File: src/rtl/bus_tx_framer_if.sv
// Client-side channels of the bus send framer: payload FIFO write, frame request, send handshake.
// The master modport is the framer's view; slave is the client/bus-interface view.
interface bus_tx_framer_if #(
  parameter int unsigned LenW = 5
) ();
  logic            pl_valid;
  logic [7:0]      pl_data;
  logic            pl_ready;
  logic            req_valid;
  logic [1:0]      req_src;
  logic [1:0]      req_dst;
  logic [1:0]      req_op;
  logic [LenW-1:0] req_len;
  logic            req_ready;
  logic            send_valid;
  logic [7:0]      send_data;
  logic            send_ready;

  modport master (
    input  pl_valid, pl_data, req_valid, req_src, req_dst, req_op, req_len, send_ready,
    output pl_ready, req_ready, send_valid, send_data
  );

  modport slave (
    output pl_valid, pl_data, req_valid, req_src, req_dst, req_op, req_len, send_ready,
    input  pl_ready, req_ready, send_valid, send_data
  );
endinterface

File: src/rtl/bus_tx_framer.sv
// Send-side framer: buffers payload in a FIFO, then emits a header byte plus len payload bytes
// on the send handshake and pulses ack. A stalled bus for Timeout cycles aborts and flushes.
module bus_tx_framer #(
  parameter int unsigned FifoDepth = 16,
  parameter int unsigned LenW      = 5,
  parameter int unsigned Timeout   = 255
) (
  input  logic              clk_i,
  input  logic              rst_i,
  bus_tx_framer_if.master   bus,
  output logic              ack_o,
  output logic              busy_o,
  output logic              done_o,
  output logic              err_timeout_o,
  output logic [LenW:0]     fifo_count_o
);

  localparam int unsigned PtrW   = $clog2(FifoDepth);
  localparam int unsigned CntW   = LenW + 1;
  localparam int unsigned StallW = $clog2(Timeout + 1);
  localparam logic [StallW-1:0] StallMax = StallW'(Timeout - 1);

  typedef enum logic [2:0] {StIdle, StHdr, StData, StAck, StAbrt, StFlush} state_e;

  state_e            state_q;
  logic [7:0]        hdr_q;
  logic [LenW-1:0]   rem_q;
  logic [StallW-1:0] stall_q;

  logic [7:0]        mem_q [FifoDepth];
  logic [PtrW-1:0]   wr_ptr_q, rd_ptr_q;
  logic [CntW-1:0]   count_q, count_d;

  logic full, push, pop, xfer, req_ready, req_fire;
  logic send_valid;
  logic [7:0] send_data;

  // pl_ready comes from the registered count only, so a pop never frees a slot in the same cycle
  assign full      = (count_q == CntW'(FifoDepth));
  assign push      = bus.pl_valid & ~full;
  assign xfer      = send_valid & bus.send_ready;
  assign pop       = ((state_q == StData) & xfer) | (state_q == StFlush);
  assign count_d   = count_q + CntW'(push) - CntW'(pop);
  assign req_ready = (state_q == StIdle) & (count_q >= {1'b0, bus.req_len});
  assign req_fire  = bus.req_valid & req_ready;

  always_ff @(posedge clk_i) begin
    if (rst_i) begin
      wr_ptr_q <= '0;
      rd_ptr_q <= '0;
      count_q  <= '0;
    end else begin
      if (push) wr_ptr_q <= wr_ptr_q + PtrW'(1);
      if (pop)  rd_ptr_q <= rd_ptr_q + PtrW'(1);
      count_q <= count_d;
    end
  end

  always_ff @(posedge clk_i) begin
    if (push) mem_q[wr_ptr_q] <= bus.pl_data;
  end

  always_ff @(posedge clk_i) begin
    if (rst_i) begin
      state_q <= StIdle;
      hdr_q   <= '0;
      rem_q   <= '0;
      stall_q <= '0;
    end else begin
      case (state_q)
        StIdle: begin
          if (req_fire) begin
            hdr_q   <= {bus.req_op, bus.req_dst, bus.req_src, 2'b00};
            rem_q   <= bus.req_len;
            stall_q <= '0;
            state_q <= StHdr;
          end
        end
        StHdr: begin
          if (bus.send_ready) begin
            stall_q <= '0;
            state_q <= (rem_q == '0) ? StAck : StData;
          end else if (stall_q == StallMax) begin
            stall_q <= '0;
            state_q <= StAbrt;
          end else begin
            stall_q <= stall_q + StallW'(1);
          end
        end
        StData: begin
          if (bus.send_ready) begin
            stall_q <= '0;
            rem_q   <= rem_q - LenW'(1);
            if (rem_q == LenW'(1)) state_q <= StAck;
          end else if (stall_q == StallMax) begin
            stall_q <= '0;
            state_q <= StAbrt;
          end else begin
            stall_q <= stall_q + StallW'(1);
          end
        end
        StAck:  state_q <= StIdle;
        StAbrt: state_q <= (rem_q == '0) ? StIdle : StFlush;
        StFlush: begin
          // Discard the unsent payload of the aborted frame
          rem_q <= rem_q - LenW'(1);
          if (rem_q == LenW'(1)) state_q <= StIdle;
        end
        default: state_q <= StIdle;
      endcase
    end
  end

  always_comb begin
    send_valid = 1'b0;
    send_data  = '0;
    case (state_q)
      StHdr: begin
        send_valid = 1'b1;
        send_data  = hdr_q;
      end
      StData: begin
        send_valid = 1'b1;
        send_data  = mem_q[rd_ptr_q];
      end
      default: ;
    endcase
  end

  assign bus.send_valid = send_valid;
  assign bus.send_data  = send_data;
  assign bus.pl_ready   = ~full;
  assign bus.req_ready  = req_ready;

  assign ack_o         = (state_q == StAck) | (state_q == StAbrt);
  assign done_o        = (state_q == StAck);
  assign err_timeout_o = (state_q == StAbrt);
  assign busy_o        = (state_q != StIdle);
  assign fifo_count_o  = count_q;

endmodule

File: src/flat_wrapper.sv
// flat-port wrapper written by rule: the top's interface ports become plain ports
module bus_tx_framer_flat 
#(
  parameter int unsigned FifoDepth = 16,
  parameter int unsigned LenW      = 5,
  parameter int unsigned Timeout   = 255
)
  (clk_i, rst_i, ack_o, busy_o, done_o, err_timeout_o, fifo_count_o, bus_pl_valid, bus_pl_data, bus_req_valid, bus_req_src, bus_req_dst, bus_req_op, bus_req_len, bus_send_ready, bus_pl_ready, bus_req_ready, bus_send_valid, bus_send_data);
  bus_tx_framer_if #(.LenW(LenW)) bus_i ();
  input  logic clk_i;
  input  logic rst_i;
  output logic ack_o;
  output logic busy_o;
  output logic done_o;
  output logic err_timeout_o;
  output logic [LenW:0] fifo_count_o;
  input wire logic [$bits(bus_i.pl_valid)-1:0] bus_pl_valid;
  input wire logic [$bits(bus_i.pl_data)-1:0] bus_pl_data;
  input wire logic [$bits(bus_i.req_valid)-1:0] bus_req_valid;
  input wire logic [$bits(bus_i.req_src)-1:0] bus_req_src;
  input wire logic [$bits(bus_i.req_dst)-1:0] bus_req_dst;
  input wire logic [$bits(bus_i.req_op)-1:0] bus_req_op;
  input wire logic [$bits(bus_i.req_len)-1:0] bus_req_len;
  input wire logic [$bits(bus_i.send_ready)-1:0] bus_send_ready;
  output wire logic [$bits(bus_i.pl_ready)-1:0] bus_pl_ready;
  output wire logic [$bits(bus_i.req_ready)-1:0] bus_req_ready;
  output wire logic [$bits(bus_i.send_valid)-1:0] bus_send_valid;
  output wire logic [$bits(bus_i.send_data)-1:0] bus_send_data;
  assign bus_i.pl_valid = bus_pl_valid;
  assign bus_i.pl_data = bus_pl_data;
  assign bus_i.req_valid = bus_req_valid;
  assign bus_i.req_src = bus_req_src;
  assign bus_i.req_dst = bus_req_dst;
  assign bus_i.req_op = bus_req_op;
  assign bus_i.req_len = bus_req_len;
  assign bus_i.send_ready = bus_send_ready;
  assign bus_pl_ready = bus_i.pl_ready;
  assign bus_req_ready = bus_i.req_ready;
  assign bus_send_valid = bus_i.send_valid;
  assign bus_send_data = bus_i.send_data;
  bus_tx_framer #(.FifoDepth(FifoDepth), .LenW(LenW), .Timeout(Timeout)) u_core (.clk_i(clk_i), .rst_i(rst_i), .bus(bus_i), .ack_o(ack_o), .busy_o(busy_o), .done_o(done_o), .err_timeout_o(err_timeout_o), .fifo_count_o(fifo_count_o));
endmodule
File: config.mk
export PLATFORM = sky130hd
export DESIGN_NAME = bus_tx_framer_flat
export DESIGN_NICKNAME = d
export VERILOG_FILES = /design/src/rtl/bus_tx_framer_if.sv /design/src/rtl/bus_tx_framer.sv /design/src/flat_wrapper.sv
export SDC_FILE = /design/constraint.sdc
export NUM_CORES = 1
export LEC_CHECK = 0
export CORE_ASPECT_RATIO = 0.7
export CORE_UTILIZATION = 65
export DETAILED_ROUTE_END_ITERATION = 10
export DONT_BUFFER_PORTS = 1
export PLACE_DENSITY = 0.78
export SLEW_MARGIN = 20
export SYNTH_ARGS = -nofsm -noshare
export SYNTH_HDL_FRONTEND = slang
export SYNTH_SLANG_ARGS = --single-unit
File: constraint.sdc
create_clock -name clk_i -period 4.3 [get_ports clk_i]
set_input_delay 0.645 -clock clk_i [delete_from_list [all_inputs] [get_ports clk_i]]
set_output_delay 0.645 -clock clk_i [all_outputs]
set_load 0.005 [all_outputs]
==> results of run 1 <==
-- flip-flops by register name, summed over array words and instances (netlist names), named ones only --
name	count
u_core.mem_q	128
u_core.stall_q	8
u_core.fifo_count_o	6
u_core.hdr_q	6
u_core.rem_q	5
u_core.rd_ptr_q	4
u_core.wr_ptr_q	4
u_core.state_q	3
-- final timing paths --
check / from / endpoint / slack [ns] / cells after the start
hold / removal: rst_i / register / 0.28 / 1
setup reg to reg: u_core.state_q[1] / u_core.fifo_count_o[4] / 1.50 / 11
hold reg to reg: u_core.hdr_q[5] / u_core.hdr_q[5] / 0.51 / 2
setup / recovery: register / bus_send_data[3] / 1.12 / 4
-- cell usage after synthesis, types with 3 or more instances --
cell type  instances  area share, %
nand4_1            4           0.34
buf_6              4           0.61
o211ai_1           7           0.72
a311oi_1           6           0.72
clkbuf_1           8           0.41
dfxtp_1           40             11
nor2b_1            3           0.26
xor2_1             6           0.72
nand2b_1          10           0.85
mux4_2            32            9.8
a22oi_1            7           0.72
buf_1              8           0.41
nor3b_1            3           0.31
mux2i_1           18            2.5
edfxtp_1         128             52
nand2_1           28            1.4
a31oi_1            3           0.26
inv_1             22            1.1
o22ai_1            3           0.26
nor3_1            11           0.75
buf_2              5           0.34
nand3_1            8           0.55
a21oi_1           10           0.68
nor2_1            47            2.4
o21ai_0            7           0.48
xnor2_1            4           0.48
ha_1              22            3.8
a21o_1             3           0.31
and3_1             5           0.43
-- cell type report --
cell class / instances / share of cell area [%]
multi-input cells: 285 / 30.7
clock buffers: 18 / 5.36
well taps: 153 / 2.39
flip-flops and latches: 168 / 58.1
repair buffers: 5 / 0.469
inverters: 22 / 1.03
clock inverters: 14 / 1.97
-- worst max-delay path, cell delays in order, from the launching register on --
cell	delay, ns
dfxtp_2	0.74
buf_4	0.43
mux4_2	0.57
mux2i_1	0.19
o211ai_1	0.17
-- per-stage QoR --
stage	hold slack [ns]	setup slack, ns	power [mW]
floorplan	0.463	1.71	2.85
global placement	0.475	1.60	2.98
detailed placement	0.492	1.48	3.03
CTS	0.260	1.04	4.54
global route	0.263	0.927	4.73
finish	0.281	1.12	4.53
-- kinds of logic (layout without fill, tap and decap cells) --
| kind of cell | count (synthesis) | after routing | share of synthesized area (%) |
|---|---|---|---|
| buf+inv | 49 | 59 | 3.11 |
| fa+ha+maj | 23 | 23 | 4.03 |
| compound gates | 63 | 63 | 6.22 |
| xor+xnor | 10 | 10 | 1.20 |
| flops | 168 | 168 | 63.4 |
| mux | 50 | 50 | 12.3 |
| simple gates | 139 | 139 | 9.75 |
-- power by group --
| group | total (mW) | switching (mW) | internal [mW] |
|---|---|---|---|
| Combinational | 1.01 | 0.567 | 0.445 |
| Sequential | 2.00 | 0.132 | 1.87 |
| Clock | 1.52 | 0.618 | 0.905 |
| Total | 4.53 | 1.32 | 3.22 |
-- routing by layer --
layer	vias up	track usage, %
met1	2168	41.1
met2	192	40.5
met4	0	9.71
li1	1910	-
met3	26	10.2
met5	-	0
==> results.md, run 1 <==
* Nets@finish at 546
* First-pass GRT wire length at 23,600 um
* Largest net degree at the start of global routing at 48
* Placed Instance Area at 0.00741 mm^2
* Post-synthesis sequential area ratio at 63.4%
* Leakage power at 2.70 nW
* Final min period at 3.18 ns
* Async set-reset flop share out of synthesis at 0%
* Register area at between 0.004 and 0.005 mm^2
* DIE HEIGHT at 90.8 um
* DR vias at 4,296
* Gpl congestion at 0.823
* Layout Cells excl Fill at 665
* Initial DRC count at 598
* Initial Util at 66.5%
* Final setup TNS at 0 ns
* Buffer depth of the longest clock path at 2
* Critical path capture point type: primary output
* Mapped Area at approximately 0.0073 mm^2
* Power per cell area at 566 mW/mm^2
* Critical Path Start Type: register
* Met3 Wirelength at 1470 um
* Core Rows at 32
* Core area at between 0.01 and 0.015 mm^2
* Worst vdd ir at 426 uV
* Die ar. at 0.0117 mm^2
* Drt wl/cell at 23.0 um
* Hold_buf cts at 0
* Slew Limit Fails at 0
* Util after Layout at 72.7%
* Post-DP HPWL at 9910 um
* Vias/cell at roughly 6.5
* Status: finished clean
* TritonRoute pass-1 iters at 7
* Area of the multi-input gates at 0.00246 mm^2
* Final setup violation count at 0
* Synth cell types at 61
* Area grow syn2layout at 9.24%
* Max FO, Critical Path at 17
* Post-CTS Setup Bufs at 0
* Most common cell after layout, fill and taps aside: edfxtp_1
* I/O pins at 45
* Crit share post-route at 74.1%
* Layout cells sized above 1 at 14.6%
* CTS resizes at 0
* Net count after synthesis at 549
* Post-synth EDFFs at 128
* Reg clk slew, reported paths at 0.06 ns
* Hold Path Class: in -> reg
* Vias in the first global route at 4,165
* Fill count at 669
* Dpl cells at 633
* H-Tree Depth at 4
* # clock sinks at between 150 and 200
* Max-Cap Viols at 0
* Initial antenna violation count at 0
* Die X-Extent at 129 um
* Classification of the worst setup path: reg -> out
* Layout Skew at 0.0113 ns
* Worst-skew pair later-pin latency at 0.43 ns
* I/O Buffers at 0
* Total length of routed met2 wires at 6950 um
* Top routing layer used: met4
* Clk root buf: clkbuf_16
* Main synth FF type: edfxtp_1
* Yosys reg bits at 168
* RSZ-0062 raised after global routing: false
* GRT Util Overall at between 20% and 30%
* Critical path arrival at 2.54 ns
* Post-synthesis instance total at 502
* Fmax at around 310 MHz
* Global route overflow at 0
* CTS tree: done
* Final hold vios at 0
* Diodes inserted at 0
* Post-route cell area at 0.00800 mm^2
* CTS Buf Count at 17
* Synth warn at 0
* WL final at ~15,000 um
* Least-Margin Pin Slew at 0.969 ns
* ANT nets after route at 0
* DRC viols at 0
* Syn_area_per_cell at between 10 and 15 um^2
* Commonest cells after routing, fill and taps aside: edfxtp_1, nor2_1, dfxtp_1
* Worst endpoint required time at 3.65 ns
* M1 WL at 6640 um
* Max-slew headroom at 35.2%
Note: power is estimated with default switching activity, not from simulation.
==> inputs of run 2 (changes only) <==
--- a/config.mk
+++ b/config.mk
@@ -6,10 +6,10 @@
 export NUM_CORES = 1
 export LEC_CHECK = 0
 export CORE_ASPECT_RATIO = 0.7
-export CORE_UTILIZATION = 65
+export CORE_UTILIZATION = 57
 export DETAILED_ROUTE_END_ITERATION = 10
 export DONT_BUFFER_PORTS = 1
-export PLACE_DENSITY = 0.78
+export PLACE_DENSITY = 0.72
 export SLEW_MARGIN = 20
 export SYNTH_ARGS = -nofsm -noshare
 export SYNTH_HDL_FRONTEND = slang
==> constraint.sdc (replaced) <==
create_clock -name clk_i -period 2.6 [get_ports clk_i]
set_input_delay 0.39 -clock clk_i [delete_from_list [all_inputs] [get_ports clk_i]]
set_output_delay 0.39 -clock clk_i [all_outputs]
set_load 0.005 [all_outputs]
==> results.md, run 2 (synthesis results as in run 1) <==
* Nets@finish at 566 (+3.7%)
* Initial Util at 58.8% (-7.8 points)
* Final setup TNS at 0 ns (unchanged)
* Power after layout at 7.56 mW (+67%)
* Diodes inserted at 0 (unchanged)
* Dpl ws at 0.185 ns (-1.29 ns)
* Slew Limit Fails at 0 (unchanged)
* Final hold slack at 0.0289 ns (-0.253 ns)
* Clock power frac at 33.7% (about the same)
* Critical Path Start Type: register
* Initial antenna violation count at 0 (unchanged)
* Hold_buf cts at 0 (unchanged)
* Final setup violation count at 0 (unchanged)
* Largest net degree at the start of global routing at 48 (unchanged)
* # clock sinks at 168 (unchanged)
* Max-slew headroom at 61.9% (+27 points)
* Fill count at 884 (+32%)
* Layout cells sized above 1 at 18.8% (+4.1 points)
* Area of the multi-input gates at 0.00246 mm^2 (+0.10%)
* Final min period at 2.53 ns
* Dpl cells at 662 (+4.6%)
* CTS tree: done
* Layout Cells excl Fill at 694 (+4.4%)
* ANT nets after route at 0 (unchanged)
* Worst endpoint required time at 2.21 ns (-1.44 ns)
* CTS Buf Count at 17 (unchanged)
* Max-Cap Viols at 0 (unchanged)
* Max reg flops at 128 (unchanged)
* Leakage power at 2.83 nW (+4.9%)
* Vias in the first global route at 4,117 (-1.2%)
* I/O pins at 45 (unchanged)
* Power per cell area at 920 mW/mm^2 (+62%)
* Gate power share at 22.9% (+0.6 points)
* DRC viols at 0 (unchanged)
* Least-Margin Pin Slew at 0.571 ns (-0.398 ns)
* Int Power at 5.33 mW (+66%)
* Util after Layout at 66.0% (-6.7 points)
* Drt wl/cell at 21.0 um (-9.0%)
* Fmax at between 300 and 400 MHz
* Critical path arrival at 2.14 ns (-0.40 ns)
* Die X-Extent at 138 um (+6.7%)
* Initial DRC count at 279 (-53%)
* Area grow syn2layout at 12.2%
* Crit share post-route at 97.4%
* Commonest cells after routing, fill and taps aside: edfxtp_1, nor2_1, dfxtp_1
* H-Tree Depth at 4 (unchanged)
* P_sw at 2.23 mW (+70%)
* Vias/cell at 6.16 (-4.7%)
* Core area at 0.0125 mm^2 (+13%)
* Worst vdd ir at 520 uV (+22%)
* Clk root buf: clkbuf_16
* RSZ-0062 raised after global routing: false
* Buffer depth of the longest clock path at 2 (unchanged)
* Global route overflow at 0 (unchanged)
* Register area at 0.00465 mm^2 (about the same)
* Post-DP HPWL at 9690 um (-2.2%)
* Top reg by flops: u_core.mem_q
* Post-route cell area at 0.00822 mm^2 (+2.7%)
* Die ar. at 0.0133 mm^2 (+14%)
* Hold Path Class: in -> reg
* DR vias at 4,272 (-0.56%)
* Worst setup margin at 0.0689 ns (-1.05 ns)
* Worst-skew pair later-pin latency at 0.42 ns (about the same)
* Reg power frac at 43.4% (-0.7 points)
* I/O Buffers at 0 (unchanged)
* DIE HEIGHT at 96.9 um (+6.6%)
* Status: finished clean
* Critical path capture point type: primary output
* Placed Instance Area at 0.00760 mm^2 (+2.5%)
* Gpl congestion at 0.812 (-1.3%)
* Max FO, Critical Path at 12 (-5)
* Most common cell after layout, fill and taps aside: edfxtp_1
* Layout Skew at 0.00896 ns (-0.00238 ns)
* Biggest regs: u_core.mem_q: 128 flops, u_core.stall_q: 8 flops
* Core Rows at 34 (+6.3%)
* Final hold vios at 0 (unchanged)
* GRT Util Overall at 24.1% (-4.4 points)
* Classification of the worst setup path: reg -> out
* First-pass GRT wire length at 23,000 um (-2.4%)
* Reg clk slew, reported paths at 0.07 ns (about the same)
* TritonRoute pass-1 iters at 5 (-2)
* WL final at 14,600 um (-5.1%)
* Switching part of the total at 29.5% (+0.48 points)
[run 2: worst paths after layout]
kind                           from                endpoint  slack, ns  cells past startpoint
setup reg to reg  u_core.state_q[1]  u_core.fifo_count_o[4]       0.23                     11
setup / recovery           register        bus_send_data[2]       0.07                      4
hold reg to reg     u_core.hdr_q[4]         u_core.hdr_q[4]       0.50                      2
hold / removal                rst_i  u_core.fifo_count_o[2]       0.03                      1
[run 2: repair_timing]
| action | 4_1_cts | 5_1_grt |
|---|---|---|
| endpoints found under the setup margin | 6 | 5 |
| resized for setup | 2 | 2 |
| setup buffers | 0 | 0 |
| pin swaps | 0 | 0 |
[run 2: power groups by stage]
stage / logic (mW) / clock network, mW / registers [mW]
final: 1.73 / 2.55 / 3.28
after global routing: 1.95 / 2.67 / 3.31
after CTS: 1.74 / 2.57 / 3.28
after detailed placement: 1.72 / 0 / 3.34
after global placement: 1.68 / 0 / 3.32
after floorplan: 1.46 / 0 / 3.25
[run 2: area by class of cell]
class	instances	area share [%]
Clock buffer	22	6.32
Clock inverter	10	1.13
Sequential cell	168	56.6
Timing Repair Buffer	25	2.59
Tap cell	162	2.47
Multi-Input combinational cell	285	29.9
Inverter	22	1.00
[run 2: layer usage]
metal  global-route usage [%]  vias to the layer above  share of wire (%)  wire length [um]
met5                        0                        -                  0                 0
met4                     6.68                        0               0.94               137
met3                     6.55                       13                7.5              1090
met2                     35.3                      140                 46              6680
met1                     35.5                     2163                 46              6650
li1                         -                     1956                  -                 -
[run 2: critical path: stages (launching register included)]
cell,delay [ns]
dfxtp_1,0.68
buf_12,0.22
mux4_2,0.34
a22oi_1,0.26
o211ai_1,0.22
